## config.mk

```make
export PLATFORM = sky130hd
export DESIGN_NAME = fetch_sequencer_flat
export DESIGN_NICKNAME = d
export VERILOG_FILES = /design/src/rtl/fetch_pkg.sv /design/src/rtl/fetch_sequencer_if.sv /design/src/rtl/fetch_fifo.sv /design/src/rtl/fetch_sequencer.sv /design/src/flat_wrapper.sv
export SDC_FILE = /design/constraint.sdc
export NUM_CORES = 1
export LEC_CHECK = 0
export ABC_AREA = 1
export CAP_MARGIN = 10
export CORE_MARGIN = 2
export CORE_UTILIZATION = 35
export CTS_BUF_LIST = sky130_fd_sc_hd__clkbuf_16
export DETAILED_ROUTE_END_ITERATION = 8
export HOLD_SLACK_MARGIN = 0.12
export PLACE_DENSITY = 0.62
export SYNTH_ARGS = -nofsm -noshare
export SYNTH_HDL_FRONTEND = slang
export SYNTH_SLANG_ARGS = --single-unit
```

## constraint.sdc

```tcl
create_clock -name clk -period 2 [get_ports clk]
set_input_delay 0.3 -clock clk [delete_from_list [all_inputs] [get_ports clk]]
set_output_delay 0.3 -clock clk [all_outputs]
set_load 0.02 [all_outputs]
```

## src/rtl/fetch_pkg.sv

```systemverilog
// Shared types and constants for the instruction-fetch sequencer.
package fetch_pkg;

    localparam int unsigned XLEN = 32;
    localparam logic [XLEN-1:0] PC_INC           = 32'd4;
    localparam logic [XLEN-1:0] RESET_PC_DEFAULT = 32'h0000_0000;

    typedef enum logic [1:0] {
        FETCH  = 2'd0,
        HALTED = 2'd1,
        FAULT  = 2'd2
    } fetch_state_e;

    typedef struct packed {
        logic [XLEN-1:0] pc;
        logic [XLEN-1:0] instr;
    } fetch_entry_t;

    // Word fetches only; any low address bit set is an unusable target.
    function automatic logic is_misaligned(input logic [1:0] low_bits);
        return low_bits != 2'b00;
    endfunction

endpackage

```

## src/rtl/fetch_sequencer_if.sv

```systemverilog
// Bus bundle between the fetch sequencer, instruction memory, execute redirect and decode.
interface fetch_sequencer_if;

    logic [fetch_pkg::XLEN-1:0] imem_addr;
    logic [fetch_pkg::XLEN-1:0] imem_rdata;
    logic                       redirect_valid;
    logic [fetch_pkg::XLEN-1:0] redirect_pc;
    logic                       halt;
    logic                       out_valid;
    logic                       out_ready;
    logic [fetch_pkg::XLEN-1:0] out_instr;
    logic [fetch_pkg::XLEN-1:0] out_pc;
    logic                       fault;
    logic [fetch_pkg::XLEN-1:0] perf_fetch_cnt;
    logic [fetch_pkg::XLEN-1:0] perf_stall_cnt;

    modport master (
        output imem_addr,
        input  imem_rdata,
        input  redirect_valid,
        input  redirect_pc,
        input  halt,
        output out_valid,
        input  out_ready,
        output out_instr,
        output out_pc,
        output fault,
        output perf_fetch_cnt,
        output perf_stall_cnt
    );

    modport slave (
        input  imem_addr,
        output imem_rdata,
        output redirect_valid,
        output redirect_pc,
        output halt,
        input  out_valid,
        output out_ready,
        input  out_instr,
        input  out_pc,
        input  fault,
        input  perf_fetch_cnt,
        input  perf_stall_cnt
    );

endinterface

```

## src/rtl/fetch_fifo.sv

```systemverilog
// Shift-style fetch buffer: entry 0 is always the head, so head data and valid come straight from flops.
module fetch_fifo
    import fetch_pkg::*;
#(
    parameter int unsigned BUF_DEPTH = 2
) (
    input  logic         clk,
    input  logic         rst_n,
    input  logic         push,
    input  fetch_entry_t push_data,
    input  logic         pop,
    input  logic         flush,
    output logic         full,
    output logic         empty,
    output fetch_entry_t head
);

    fetch_entry_t               ent_q [BUF_DEPTH];
    fetch_entry_t               ent_d [BUF_DEPTH];
    logic [BUF_DEPTH-1:0]       vld_q;
    logic [BUF_DEPTH-1:0]       vld_d;
    logic                       placed;

    assign full  = vld_q[BUF_DEPTH-1];
    assign empty = ~vld_q[0];
    assign head  = ent_q[0];

    // Flush wins over push; a pop in the flush cycle is simply lost with the rest.
    always_comb begin
        ent_d  = ent_q;
        vld_d  = vld_q;
        placed = 1'b0;
        if (flush) begin
            vld_d = '0;
        end else begin
            if (pop && vld_q[0]) begin
                for (int i = 0; i < int'(BUF_DEPTH) - 1; i++) begin
                    ent_d[i] = ent_q[i+1];
                end
                vld_d = {1'b0, vld_q[BUF_DEPTH-1:1]};
            end
            if (push) begin
                for (int i = 0; i < int'(BUF_DEPTH); i++) begin
                    if (!placed && !vld_d[i]) begin
                        ent_d[i] = push_data;
                        vld_d[i] = 1'b1;
                        placed   = 1'b1;
                    end
                end
            end
        end
    end

    always_ff @(posedge clk or negedge rst_n) begin
        if (!rst_n) begin
            ent_q <= '{default: '0};
            vld_q <= '0;
        end else begin
            ent_q <= ent_d;
            vld_q <= vld_d;
        end
    end

endmodule

```

## src/rtl/fetch_sequencer.sv

```systemverilog
// Instruction-fetch controller: owns the PC, absorbs redirects, buffers {pc, instr} for decode.
// Optional performance counters are built only when FETCH_PERF_EN is defined.
module fetch_sequencer
    import fetch_pkg::*;
#(
    parameter logic [XLEN-1:0] RESET_PC  = RESET_PC_DEFAULT,
    parameter int unsigned     BUF_DEPTH = 2
) (
    input logic                clk,
    input logic                reset,
    fetch_sequencer_if.master  bus
);

    fetch_state_e    state_q, state_d;
    logic [XLEN-1:0] pc_q, pc_d;
    logic            fault_q, fault_d;

    logic            fifo_full;
    logic            fifo_empty;
    logic            fifo_flush;
    logic            enqueue;
    logic            pop;
    fetch_entry_t    fifo_head;
    fetch_entry_t    push_data;

    assign pop       = ~fifo_empty & bus.out_ready;
    assign push_data = '{pc: pc_q, instr: bus.imem_rdata};

    // Next-state, PC and buffer control.
    always_comb begin
        state_d    = state_q;
        pc_d       = pc_q;
        fault_d    = fault_q;
        fifo_flush = 1'b0;
        enqueue    = 1'b0;
        case (state_q)
            FETCH, HALTED: begin
                if (bus.redirect_valid) begin
                    fifo_flush = 1'b1;
                    if (is_misaligned(bus.redirect_pc[1:0])) begin
                        state_d = FAULT;
                        fault_d = 1'b1;
                    end else begin
                        pc_d    = bus.redirect_pc;
                        state_d = bus.halt ? HALTED : FETCH;
                    end
                end else begin
                    state_d = bus.halt ? HALTED : FETCH;
                    if ((state_q == FETCH) && !bus.halt && (!fifo_full || pop)) begin
                        enqueue = 1'b1;
                        pc_d    = pc_q + PC_INC;
                    end
                end
            end
            FAULT:   state_d = FAULT;
            default: state_d = FAULT;
        endcase
    end

    always_ff @(posedge clk or negedge reset) begin
        if (!reset) begin
            state_q <= FETCH;
            pc_q    <= RESET_PC;
            fault_q <= 1'b0;
        end else begin
            state_q <= state_d;
            pc_q    <= pc_d;
            fault_q <= fault_d;
        end
    end

    fetch_fifo #(
        .BUF_DEPTH (BUF_DEPTH)
    ) u_fifo (
        .clk       (clk),
        .rst_n     (reset),
        .push      (enqueue),
        .push_data (push_data),
        .pop       (pop),
        .flush     (fifo_flush),
        .full      (fifo_full),
        .empty     (fifo_empty),
        .head      (fifo_head)
    );

    assign bus.imem_addr = pc_q;
    assign bus.out_valid = ~fifo_empty;
    assign bus.out_pc    = fifo_head.pc;
    assign bus.out_instr = fifo_head.instr;
    assign bus.fault     = fault_q;

`ifdef FETCH_PERF_EN
    logic [XLEN-1:0] fetch_cnt_q, fetch_cnt_d;
    logic [XLEN-1:0] stall_cnt_q, stall_cnt_d;

    // Saturating event counters; only reset clears them.
    always_comb begin
        fetch_cnt_d = fetch_cnt_q;
        stall_cnt_d = stall_cnt_q;
        if (enqueue && (fetch_cnt_q != '1)) begin
            fetch_cnt_d = fetch_cnt_q + XLEN'(1);
        end
        if (!fifo_empty && !bus.out_ready && (stall_cnt_q != '1)) begin
            stall_cnt_d = stall_cnt_q + XLEN'(1);
        end
    end

    always_ff @(posedge clk or negedge reset) begin
        if (!reset) begin
            fetch_cnt_q <= '0;
            stall_cnt_q <= '0;
        end else begin
            fetch_cnt_q <= fetch_cnt_d;
            stall_cnt_q <= stall_cnt_d;
        end
    end

    assign bus.perf_fetch_cnt = fetch_cnt_q;
    assign bus.perf_stall_cnt = stall_cnt_q;
`else
    assign bus.perf_fetch_cnt = '0;
    assign bus.perf_stall_cnt = '0;
`endif

endmodule

```

## src/flat_wrapper.sv

```systemverilog
// flat-port wrapper written by rule: the top's interface ports become plain ports
module fetch_sequencer_flat import fetch_pkg::*;
#(
    parameter logic [XLEN-1:0] RESET_PC  = RESET_PC_DEFAULT,
    parameter int unsigned     BUF_DEPTH = 2
)
  (clk, reset, bus_imem_addr, bus_imem_rdata, bus_redirect_valid, bus_redirect_pc, bus_halt, bus_out_valid, bus_out_ready, bus_out_instr, bus_out_pc, bus_fault, bus_perf_fetch_cnt, bus_perf_stall_cnt);
  fetch_sequencer_if bus_i ();
  input logic clk;
  input logic reset;
  output wire logic [$bits(bus_i.imem_addr)-1:0] bus_imem_addr;
  input wire logic [$bits(bus_i.imem_rdata)-1:0] bus_imem_rdata;
  input wire logic [$bits(bus_i.redirect_valid)-1:0] bus_redirect_valid;
  input wire logic [$bits(bus_i.redirect_pc)-1:0] bus_redirect_pc;
  input wire logic [$bits(bus_i.halt)-1:0] bus_halt;
  output wire logic [$bits(bus_i.out_valid)-1:0] bus_out_valid;
  input wire logic [$bits(bus_i.out_ready)-1:0] bus_out_ready;
  output wire logic [$bits(bus_i.out_instr)-1:0] bus_out_instr;
  output wire logic [$bits(bus_i.out_pc)-1:0] bus_out_pc;
  output wire logic [$bits(bus_i.fault)-1:0] bus_fault;
  output wire logic [$bits(bus_i.perf_fetch_cnt)-1:0] bus_perf_fetch_cnt;
  output wire logic [$bits(bus_i.perf_stall_cnt)-1:0] bus_perf_stall_cnt;
  assign bus_imem_addr = bus_i.imem_addr;
  assign bus_i.imem_rdata = bus_imem_rdata;
  assign bus_i.redirect_valid = bus_redirect_valid;
  assign bus_i.redirect_pc = bus_redirect_pc;
  assign bus_i.halt = bus_halt;
  assign bus_out_valid = bus_i.out_valid;
  assign bus_i.out_ready = bus_out_ready;
  assign bus_out_instr = bus_i.out_instr;
  assign bus_out_pc = bus_i.out_pc;
  assign bus_fault = bus_i.fault;
  assign bus_perf_fetch_cnt = bus_i.perf_fetch_cnt;
  assign bus_perf_stall_cnt = bus_i.perf_stall_cnt;
  fetch_sequencer #(.RESET_PC(RESET_PC), .BUF_DEPTH(BUF_DEPTH)) u_core (.clk(clk), .reset(reset), .bus(bus_i));
endmodule
```

[After elaboration in Yosys (flattened, before gate mapping)]
Index checks and enable logic that the tools add are counted.
Word-level totals
  input port bits: 69
  register bits after elaboration: 165
  output and inout port bits: 162
  logic and storage cells: 53
Cells by class
  reduce and logical (&&, ||, !) cells: 16
  muxes and demuxes: 24
  add/sub/neg operators: 1
  bitwise operators: 2
  equal/unequal tests: 2
Operator list (number)
  64-bit 2-to-1 mux: 3
  128-bit 2-to-1 mux: 1
  32-bit 2-to-1 mux: 3
  32-bit by 3-bit adder with 32-bit output, second input constant: 1
  2-bit 2-to-1 mux: 7
  1-bit 2-to-1 mux: 10
  3-bit AND reduction: 3
  1-bit logical AND: 4
  1-bit zero test: 4
  2-bit nonzero test: 2
  2-bit by 1-bit equality test with 1-bit output, second input constant: 1
  2-bit zero test: 1
  2-bit != test, second input constant: 1
  2-bit OR reduction: 1
  1-bit bitwise AND: 1
  1-bit logical OR: 1
  1-bit inverter: 1

[Longest topological paths before layout]
Gate-level depths: netlist of run 1.
  word-level depth: 13
  depth in mapped cells: 10
  gate-level depth less buffers: 10

[Modules after synthesis]
Synthesis of run 1 repeated with hierarchy kept, for this count alone.
Second synthesis, totals
  cells, all modules: 1526
  area, all modules: 10752.8 µm²
By module, submodules not included
  fetch_fifo: sequential area each 3253.1 µm², cells each 1046, instances 1, area each 7668.6 µm²
  fetch_sequencer: sequential area each 875.8 µm², cells each 480, instances 1, area each 3084.2 µm²

[Worst setup path after synthesis of run 1]
No wires, ideal clock.
  path kind: register -> register
  from: register u_core.u_fifo.vld_q[0]
  to: register u_core.u_fifo.ent_q[42] (netlist name)
  required time: 1.876 ns
  period minus slack after synthesis: 1.639 ns
  path buffers: 3
  setup slack: 0.361 ns
  data arrival time: 1.516 ns
  library setup time: 0.124 ns
  stages on the path, launching flop included: 10
  cell sequence: dfrtp_1 -> buf_2 -> nand2_4 -> nand2_1 -> nand2_1 -> or2_1 -> buf_2 -> buf_2 -> nor2_1 -> a21oi_1
On the way
  longest elaborated chain between the ends: 10
  elaborated cells on any way between the ends: 16
  classes of those cells: 8 x mux; 1 x bitwise; 7 x reduce/logical
RTL lines
  start, declared: line fetch_fifo.sv:20  | logic [BUF_DEPTH-1:0] vld_q;
  start signal, assigned: line fetch_fifo.sv:60  | vld_q <= vld_d;
  1-bit bitwise AND: line fetch_sequencer.sv:26  | assign pop = ~fifo_empty & bus.out_ready;
  1-bit logical AND: line fetch_fifo.sv:36  | if (pop && vld_q[0]) begin
  2-bit 2-to-1 mux: line fetch_fifo.sv:36
  2-bit 2-to-1 mux: line fetch_fifo.sv:33  | if (flush) begin
  1-bit 2-to-1 mux: line fetch_fifo.sv:44  | if (!placed && !vld_d[i]) begin
  1-bit 2-to-1 mux: line fetch_fifo.sv:42  | if (push) begin
  1-bit 2-to-1 mux: line fetch_fifo.sv:33
  1-bit zero test: line fetch_fifo.sv:44
  1-bit logical AND: line fetch_fifo.sv:44
  3-bit AND reduction (no source line) (*)
  end signal, assigned: line fetch_fifo.sv:59  | ent_q <= ent_d;
  end, declared: line fetch_fifo.sv:18  | fetch_entry_t ent_q [BUF_DEPTH];
Every way passes the cells marked *; elsewhere a longest branch is shown, timed or not. The select of a mux whose other input is x is not followed.
A chain may end at the register's enable or synchronous reset.

[Final worst setup path of run 1]
  from: register u_core.pc_q[19] (netlist: u_core.bus.imem_addr[19])
  to: output bus_imem_addr[19]
RTL lines
  start, declared: line fetch_sequencer.sv:15  | logic [XLEN-1:0] pc_q, pc_d;
  start signal, assigned: line fetch_sequencer.sv:67  | pc_q <= pc_d;
  end, declared: line flat_wrapper.sv:11  | output wire logic [$bits(bus_i.imem_addr)-1:0] bus_imem_addr;
No word-level cell between the ends.

==> metrics, run 1 <==
Starting Density=35.38%; Num CTS Buffers=17; clock tree root buffer cell=clkbuf_16; Post-synth ARST share=100.0%; Rel. slew slack=59.58%; measured slew at the worst slew-check pin=0.6063 ns; CP delay by family, top=buffers and inverters; top cells by area, synth=dfrtp_1 42%, nand2_1 17%, buf_4 10%; max frequency=0.5171 GHz; TritonCTS clock tree=done; synthesized instance count=1400; cell area after synthesis=9776 um2; Syn. warnings=0; most numerous cell in the Yosys netlist=nand2_1; Yosys top cell area share=42.24%; DR pass1 iterations=5; post-DR wirelength/cell=13.72 um; post-layout min period=1.934 ns; GR Util met2=28.94%; data arrival time of the worst path=1.63 ns; grt met3 use=3.238%; delay of the slowest critical-path stage=0.68 ns; share of layout cells above drive strength 1=5.147%; via count=8536; pwr dens=985.2 nW/um2; Synth Register Bits=165; Post-Route Skew=0.01334 ns; final WL=25.72 mm; RSZ-0062 raised after global routing=no; maximum VDD drop=0.5154 mV; Final Setup Violations=0; drt first-iter violations=567; CP max-delay cell=clkdlybuf4s50_1; Hold Crit Class=in -> async; DRC=0; status=finished clean; Min Hold Slack=0.3674 ns; pin count of the biggest net entering global routing=131; critical path, cell by cell=clkdlybuf4s50_1; design area=11880 um2; Num Clock Sinks=165; IO buf count=166; CP Capture Type=primary output; ys flop type=dfrtp_1; Synth Area per Inst=6.983 um2; vias per std cell=4.555; antenna viol nets, final=0; GPL Wtd Cong=0.8889; Final Util=43.00%; Yosys cell types=28; io pins=231; Final Max Slew Viols=0; Final period util=96.69%; Final HPWL DP=17.75 mm; number of global-route vias before repair=7804; Buffers & Inverters on Critical Path=1; final-report hold violation count=0; aggregate global routing overflow=0; CTS clk-pin slew, worst paths=0.07 ns; Setup CP Type=reg -> out; All-Layer GR Usage=17.77%; maximum count of clock buffers along a single path=2; Inserted Diodes=0; first-pass GRT wire length=41.16 mm; Std-Cell Rows=61; P&R area growth vs syn=21.54%; CTS HTree Levels=4; sequential element share of the synthesized area=42.24%; global routing's busiest layer=met2; EDFF count, synth=0; post-CTS setup buffers=0; Placed Area=11290 um2; initial antenna violation count=0; Synth top cells by count=440 x nand2_1, 165 x dfrtp_1, 145 x inv_1; Die Span Y=171.1 um; Leakage=5.889 nW; cell taking the most area after synthesis=dfrtp_1; worst-skew pair later-pin latency=0.43 ns; CP max FO=7; Critical Path Source Type=flip-flop; die width=171.1 um; Worst EP required=1.70 ns; met1 GRT Util=23.90%; NumNets Final=1553; max-cap viol count=0; die area=29280 um2; total negative setup slack=0 ns; Core Region=27630 um2
[placed cells by master, fill, tap and decap left out, drive strengths merged, types with 6 or more instances in the layout]
cell type / synthesis / layout
buf: 164 / 38
dfrtp: 165 / 165
nor2: 101 / 101
a21oi: 30 / 30
conb: 1 / 64
clkinv: 0 / 6
o21ai: 213 / 213
inv: 146 / 152
nand2: 441 / 441
nand3: 85 / 85
clkbuf: 38 / 17
clkdlybuf4s50: 0 / 163
[report_power, final]
group	total (mW)	internal, mW	leakage [nW]	switching (mW)
clock	3.33	1.85	0.287	1.48
sequential	4.54	3.91	2.08	0.630
combinational	3.84	1.68	3.52	2.16
total	11.7	7.44	5.89	4.26
[flip-flops by register name, summed over array words and instances, names as in the netlist]
signal,flops
u_core.bus.fault,1
u_core.bus.imem_addr,32
u_core.state_q,2
u_core.u_fifo.ent_q,64
u_core.u_fifo.head,64
u_core.u_fifo.vld_q,2
[kinds of logic after synthesis]
kind of cell / Yosys count / synth area share (%)
AO/OA/AOI/OAI: 252 / 13.07
other: 1 / 0.03836
flip-flops: 165 / 42.24
AND/OR/NAND/NOR: 633 / 25.73
buffers and inverters: 348 / 18.80
adder cells (fa/ha/maj): 1 / 0.1280
[metrics by stage]
stage	instances	setup slack, ns	total power [mW]
2_1_floorplan	1463	0.3605	7.239
3_3_place_gp	1841	-0.07533	8.376
3_5_place_dp	1841	-0.06891	8.471
4_1_cts	1874	0.02757	11.84
5_1_grt	1874	0.006208	12.44
6_report	1874	0.06624	11.71
[per-layer routing]
metal,part of all wire (%),up-vias
met1,47,3904
met3,5.3,34
met4,1.9,0
li1,-,4354
met5,0,-
met2,46,244
[path summary, 6_finish.rpt]
kind	slack [ns]	end	cells past startpoint	startpoint
worst max-delay path	0.07	bus_imem_addr[19]	1	u_core.bus.imem_addr[19]$_DFFE_PN0P_
min in group clk	0.41	u_core.u_fifo.vld_q[0]$_DFF_PN0_	4	bus_out_ready
worst min-delay path	0.37	u_core.u_fifo.ent_q[44]$_DFFE_PN0P_	2	reset
max in group asynchronous	1.00	u_core.u_fifo.ent_q[0]$_DFFE_PN0P_	3	reset
worst min register to register	0.49	u_core.u_fifo.ent_q[12]$_DFFE_PN0P_	2	u_core.u_fifo.ent_q[12]$_DFFE_PN0P_
worst max register to register	0.19	u_core.bus.imem_addr[28]$_DFFE_PN0P_	10	u_core.bus.imem_addr[2]$_DFFE_PN0P_
[timing repair]
| item | 4_1_cts | 5_1_grt |
|---|---|---|
| gates resized for setup | 1 | 0 |
| endpoints found under the setup margin | 1 | 0 |
| hold buffers | 1 | 0 |
| endpoints found under the hold margin | 37 | 0 |
[final cells by class]
| class | count | area [um2] |
|---|---|---|
| Clock buffer | 17 | 425.4 |
| Clock inverter | 15 | 152.6 |
| Fill cell | 2791 | 15750 |
| Inverter | 146 | 548.0 |
| Multi-Input combinational cell | 950 | 4065 |
| Sequential cell | 165 | 4130 |
| Tap cell | 378 | 473.0 |
| Timing Repair Buffer | 203 | 2087 |
(Power assumes the default switching activity.)
==> inputs of run 2 (changes only) <==
- CORE_ASPECT_RATIO: unset -> 1.1
==> run 2 against run 1 <==
Clock skew is 0.0035 ns lower. Critical path depth unchanged. Sequential cell count unchanged. Via count barely moved. Final cell count is 0.48% lower. Total power shrank 0.61%. Cell area grew 0.18%. Worst setup slack gained 0.019 ns. Register-to-register slack worse by 0.05 ns. Sequential power hardly changed. Routed wire length is 0.48% higher.
==> metrics, run 2 (synthesis gave the netlist of run 1 again) <==
status=finished clean; Placed Area=11330 um2 (+0.30%); CP max FO=7 (unchanged); net switching power=4.197 mW (-1.5%); Sequential Power Share=39.0% (+0.2 points); post-DR wirelength/cell=13.86 um (+0.96%); vias per std cell=4.581 (+0.56%); io pins=231 (unchanged); design area=11900 um2 (+0.18%); most common cell after layout, fill and taps aside=nand2_1; Gate power share=33.2% (+0.4 points); Inserted Diodes=0 (unchanged); Final period util=95.72% (-0.97 points); clock power share=27.8% (-0.6 points); pin count of the biggest net entering global routing=80 (-39%); Final Util=43.08% (+0.081 points); number of global-route vias before repair=7878 (+0.95%); pre-CTS setup slack=-0.06998 ns (-0.001070 ns); first-pass GRT wire length=41.68 mm (+1.3%); Int Pwr=7.437 mW (about the same); maximum count of clock buffers along a single path=2 (unchanged); Final HPWL DP=18.15 mm (+2.2%); IO buf count=166 (unchanged); data arrival time of the worst path=1.61 ns (-0.02 ns); maximum VDD drop=0.4561 mV (-11%); Post-Route Skew=0.009867 ns (-0.003476 ns); aggregate global routing overflow=0 (unchanged); grt met3 use=2.845% (-0.39 points); post-CTS setup buffers=0 (unchanged); post-layout min period=1.914 ns (-0.01935 ns); Rel. slew slack=60.78% (+1.2 points); Tot Pwr=11.63 mW (-0.61%); Critical Path Source Type=flip-flop; Core Region=27630 um2 (about the same); Num Clock Sinks=165 (unchanged); fillers=2893 (+3.7%); worst-skew pair later-pin latency=0.42 ns (about the same); CP max-delay cell=clkdlybuf4s50_1; met1 GRT Util=24.37% (+0.47 points); GPL Wtd Cong=0.9285 (+4.5%); TritonCTS clock tree=done; pwr dens=977.4 nW/um2 (-0.79%); clock tree root buffer cell=clkbuf_16; measured slew at the worst slew-check pin=0.5882 ns (-0.01810 ns); die width=163.3 um (-4.5%); GR Util met2=29.80% (+0.85 points); Worst EP required=1.70 ns (about the same); CP delay by family, top=buffers and inverters; final-report hold violation count=0 (unchanged); DR pass1 iterations=5 (unchanged); CP startpoint=u_core.bus.imem_addr[29]$_DFFE_PN0P_; delay of the slowest critical-path stage=0.67 ns (about the same); worst r2r src=u_core.bus.imem_addr[3]$_DFFE_PN0P_; antenna viol nets, final=0 (unchanged); NumNets Final=1560 (+0.45%); share of layout cells above drive strength 1=5.659% (+0.51 points); total negative setup slack=0 ns (unchanged); CTS clk-pin slew, worst paths=0.07 ns (about the same); max frequency=0.5224 GHz (+1.0%); global routing's busiest layer=met2; All-Layer GR Usage=17.96% (+0.19 points); Starting Density=35.38% (about the same); Final Setup Violations=0 (unchanged); Leakage=5.920 nW (+0.53%); final WL=25.84 mm (+0.48%); die area=29280 um2 (about the same); DRC=0 (unchanged); Switching Fraction=36.07% (-0.33 points); Die Span Y=179.3 um (+4.8%); Std-Cell Rows=64 (+4.9%); Hold Crit Class=in -> async; critical path, cell by cell=clkdlybuf4s50_1; Final Max Slew Viols=0 (unchanged); CP Capture Type=primary output; via count=8543 (+0.082%); Setup CP Type=reg -> out; max-cap viol count=0 (unchanged); Buffers & Inverters on Critical Path=1 (unchanged); final setup margin=0.08559 ns (+0.01935 ns); most frequent cells in the layout=440 x nand2_1, 163 x clkdlybuf4s50_1, 163 x dfrtp_1, 147 x inv_1, 114 x o21ai_0; RSZ-0062 raised after global routing=no; P&R area growth vs syn=21.76%; drt first-iter violations=450 (-21%); Num CTS Buffers=17 (unchanged); initial antenna violation count=0 (unchanged); CTS HTree Levels=4 (unchanged)
-- run 2: cell count changes in the layout (fill, tap and decap cells not counted) --
| cell | previous run | this run |
|---|---|---|
| buf_4 | 24 | 31 |
| clkinv_1 | 2 | 0 |
| clkinv_2 | 2 | 4 |
| clkinv_4 | 2 | 4 |
| dfrtp_1 | 164 | 163 |
| dfrtp_2 | 1 | 2 |
| inv_1 | 146 | 147 |
| inv_6 | 4 | 1 |
| inv_8 | 1 | 0 |
-- run 2: final timing paths --
kind	end	slack, ns	cells after the start
min in group clk	u_core.u_fifo.vld_q[0]$_DFF_PN0_	0.41	4
max in group asynchronous	u_core.bus.imem_addr[9]$_DFFE_PN0P_	0.85	3
max	bus_imem_addr[29]	0.09	1
min reg2reg	u_core.bus.fault$_DFFE_PN0P_	0.49	1
max reg2reg	u_core.bus.imem_addr[28]$_DFFE_PN0P_	0.14	10
min	u_core.u_fifo.head[44]$_DFFE_PN0N_	0.37	2
-- run 2: cell type report --
class | instances | area [um2] | area share, %
clock buffer | 17 | 425.4 | 3.574
clock inverter | 14 | 138.9 | 1.167
inverter | 146 | 548.0 | 4.604
multi-input combinational | 950 | 4065 | 34.15
sequential | 165 | 4131 | 34.71
tap | 363 | 454.2 | 3.816
timing repair buffer | 210 | 2140 | 17.98
-- run 2: what timing repair did --
item	4_1_cts	5_1_grt
endpoints found under the setup margin	1	1
gates resized for setup	1	1
endpoints found under the hold margin	38	0
hold buffers	1	0
-- run 2: through the flow --
step                      hold slack [ns]  std cells
after floorplan                  0.004409       1463
after global placement             0.2543       1833
after detailed placement           0.2587       1833
after CTS                          0.3714       1865
after global routing               0.3873       1865
final                              0.3681       1865
-- run 2: power by group through the flow --
| stage | clock network [mW] | registers [mW] | logic, mW |
|---|---|---|---|
| 2_1_floorplan | 0 | 4.54 | 2.70 |
| 3_3_place_gp | 0 | 4.59 | 3.82 |
| 3_5_place_dp | 0 | 4.59 | 3.89 |
| 4_1_cts | 3.32 | 4.54 | 3.90 |
| 5_1_grt | 3.48 | 4.63 | 4.32 |
| 6_report | 3.24 | 4.54 | 3.86 |
-- run 2: per-layer routing --
metal	routed length, um	share of wire [%]
met2	12230	47
met1	12010	46
met5	0	0
met4	380	1.5
met3	1220	4.7
==> inputs of run 3 (changes only) <==
- GPL_TIMING_DRIVEN: unset -> 0
==> run 3 against run 2 <==
Maximum frequency fell by 2.5%. Worst setup slack got worse by 0.050 ns. Clock power down 6.8%. Cell area up 7.2%. Via count increased by 8.8%. First-iteration DRC count up 34%. Sequential share of layout area shrank 2.3 points. Die area unchanged. Routed wire length grew 16%. Hold slack better by 0.036 ns. Clock skew is 0.0015 ns lower. Combinational power rose by 15%. Critical endpoint is now bus_imem_addr[27]. Largest power group unchanged.
==> metrics, run 3 (synthesis gave the netlist of run 1 again) <==
status=finished clean; post-DR wirelength/cell=14.74 um (+6.4%); GPL Wtd Cong=0.9334 (+0.53%); Core Region=27630 um2 (unchanged); maximum count of clock buffers along a single path=2 (unchanged); final-report hold violation count=0 (unchanged); pwr dens=946.5 nW/um2 (-3.2%); Critical Path Source Type=flip-flop; Final period util=98.22% (+2.5 points); Starting Density=35.38% (unchanged); total negative setup slack=0 ns (unchanged); Leakage=6.528 nW (+10%); delay of the slowest critical-path stage=0.69 ns (+0.02 ns); Num Clock Sinks=165 (unchanged); grt met3 use=3.400% (+0.56 points); final WL=29.86 mm (+16%); Inserted Diodes=0 (unchanged); IO buf count=166 (unchanged); measured slew at the worst slew-check pin=0.5979 ns (+0.009712 ns); post-layout min period=1.964 ns (+0.04997 ns); maximum VDD drop=0.4576 mV (+0.32%); Std-Cell Rows=64 (unchanged); CP max-delay cell=clkdlybuf4s50_1; design area=12760 um2 (+7.2%); max-cap viol count=0 (unchanged); vias per std cell=4.587 (+0.15%); Die Span Y=179.3 um (unchanged); P&R area growth vs syn=30.54%; die area=29280 um2 (unchanged); CP max FO=7 (unchanged); clock tree root buffer cell=clkbuf_16; via count=9294 (+8.8%); Post-Route Skew=0.008380 ns (-0.001487 ns); TritonCTS clock tree=done; aggregate global routing overflow=0 (unchanged); CTS HTree Levels=4 (unchanged); fillers=2875 (-0.62%); Rel. slew slack=60.14% (-0.65 points); number of global-route vias before repair=8778 (+11%); post-CTS setup buffers=0 (unchanged); first-pass GRT wire length=47.14 mm (+13%); GR Util met2=35.62% (+5.8 points); DR pass1 iterations=5 (unchanged); Hold Crit Class=in -> async; io pins=231 (unchanged); critical path, cell by cell=clkdlybuf4s50_1; CTS clk-pin slew, worst paths=0.07 ns (about the same); Min Hold Slack=0.4042 ns (+0.03615 ns); met1 GRT Util=27.01% (+2.6 points); most frequent cells in the layout=439 x nand2_1, 164 x clkdlybuf4s50_1, 161 x dfrtp_1, 149 x inv_1, 132 x buf_4; drt first-iter violations=603 (+34%); Final Max Slew Viols=0 (unchanged); max frequency=0.5091 GHz (-2.5%); Final Util=46.19% (+3.1 points); data arrival time of the worst path=1.66 ns (+0.05 ns); CP Capture Type=primary output; global routing's busiest layer=met2; die width=163.3 um (unchanged); Buffers & Inverters on Critical Path=1 (unchanged); worst-skew pair later-pin latency=0.43 ns (about the same); most common cell after layout, fill and taps aside=nand2_1; share of layout cells above drive strength 1=12.87% (+7.2 points); CP delay by family, top=buffers and inverters; antenna viol nets, final=0 (unchanged); Tot Pwr=12.08 mW (+3.8%); Final HPWL DP=22.04 mm (+21%); All-Layer GR Usage=20.81% (+2.8 points); Setup CP Type=reg -> out; DRC=0 (unchanged); initial antenna violation count=0 (unchanged); NumNets Final=1720 (+10%); Num CTS Buffers=17 (unchanged); pin count of the biggest net entering global routing=108 (+35%); Worst EP required=1.70 ns (about the same); Placed Area=12160 um2 (+7.3%); Final Setup Violations=0 (unchanged)
run 3: cell type report:
| type | instances | area (um2) | area share (%) |
|---|---|---|---|
| clock inverters | 15 | 101.3 | 0.7942 |
| well taps | 363 | 454.2 | 3.559 |
| clock buffers | 17 | 425.4 | 3.334 |
| flip-flops and latches | 165 | 4134 | 32.40 |
| inverters | 146 | 548.0 | 4.295 |
| multi-input cells | 950 | 4064 | 31.85 |
| plain buffers | 202 | 1328 | 10.40 |
| repair buffers | 168 | 1707 | 13.37 |
run 3: path summary, 6_finish.rpt:
path                                                 startpoint  cells past startpoint  slack [ns]                                    to
setup / recovery           u_core.bus.imem_addr[27]$_DFFE_PN0P_                      1        0.04                     bus_imem_addr[27]
hold / removal                                            reset                      2        0.40  u_core.bus.imem_addr[11]$_DFFE_PN0P_
setup reg to reg            u_core.bus.imem_addr[6]$_DFFE_PN0P_                      9        0.08  u_core.bus.imem_addr[25]$_DFFE_PN0P_
hold reg to reg              u_core.u_fifo.ent_q[8]$_DFFE_PN0P_                      2        0.49    u_core.u_fifo.ent_q[8]$_DFFE_PN0P_
max in group asynchronous                                 reset                      3        0.67    u_core.u_fifo.head[33]$_DFFE_PN0N_
min in group clk                             bus_redirect_valid                      5        0.40  u_core.bus.imem_addr[15]$_DFFE_PN0P_
run 3: report_power, final:
part / switching, mW / internal, mW
logic: 2.25 / 2.19
registers: 0.694 / 3.92
clock network: 1.35 / 1.67
run 3: per-layer routing:
layer / part of all wire, % / wire (um)
met1: 44 / 13130
met2: 49 / 14520
met3: 5.4 / 1609
met4: 2.0 / 606
met5: 0 / 0
run 3: through the flow:
| stage | std cells | setup slack [ns] |
|---|---|---|
| 3_5_place_dp | 1993 | -0.5290 |
| 5_1_grt | 2026 | -0.001675 |
| 2_1_floorplan | 1463 | 0.3605 |
| 4_1_cts | 2026 | 0.01357 |
| 6_report | 2026 | 0.03562 |
| 3_3_place_gp | 1992 | -6.467 |
run 3: timing repair:
item | CTS | global route
hold buffers | 1 | 0
gates resized for setup | 6 | 40
endpoints found under the setup margin | 29 | 141
endpoints found under the hold margin | 58 | 0
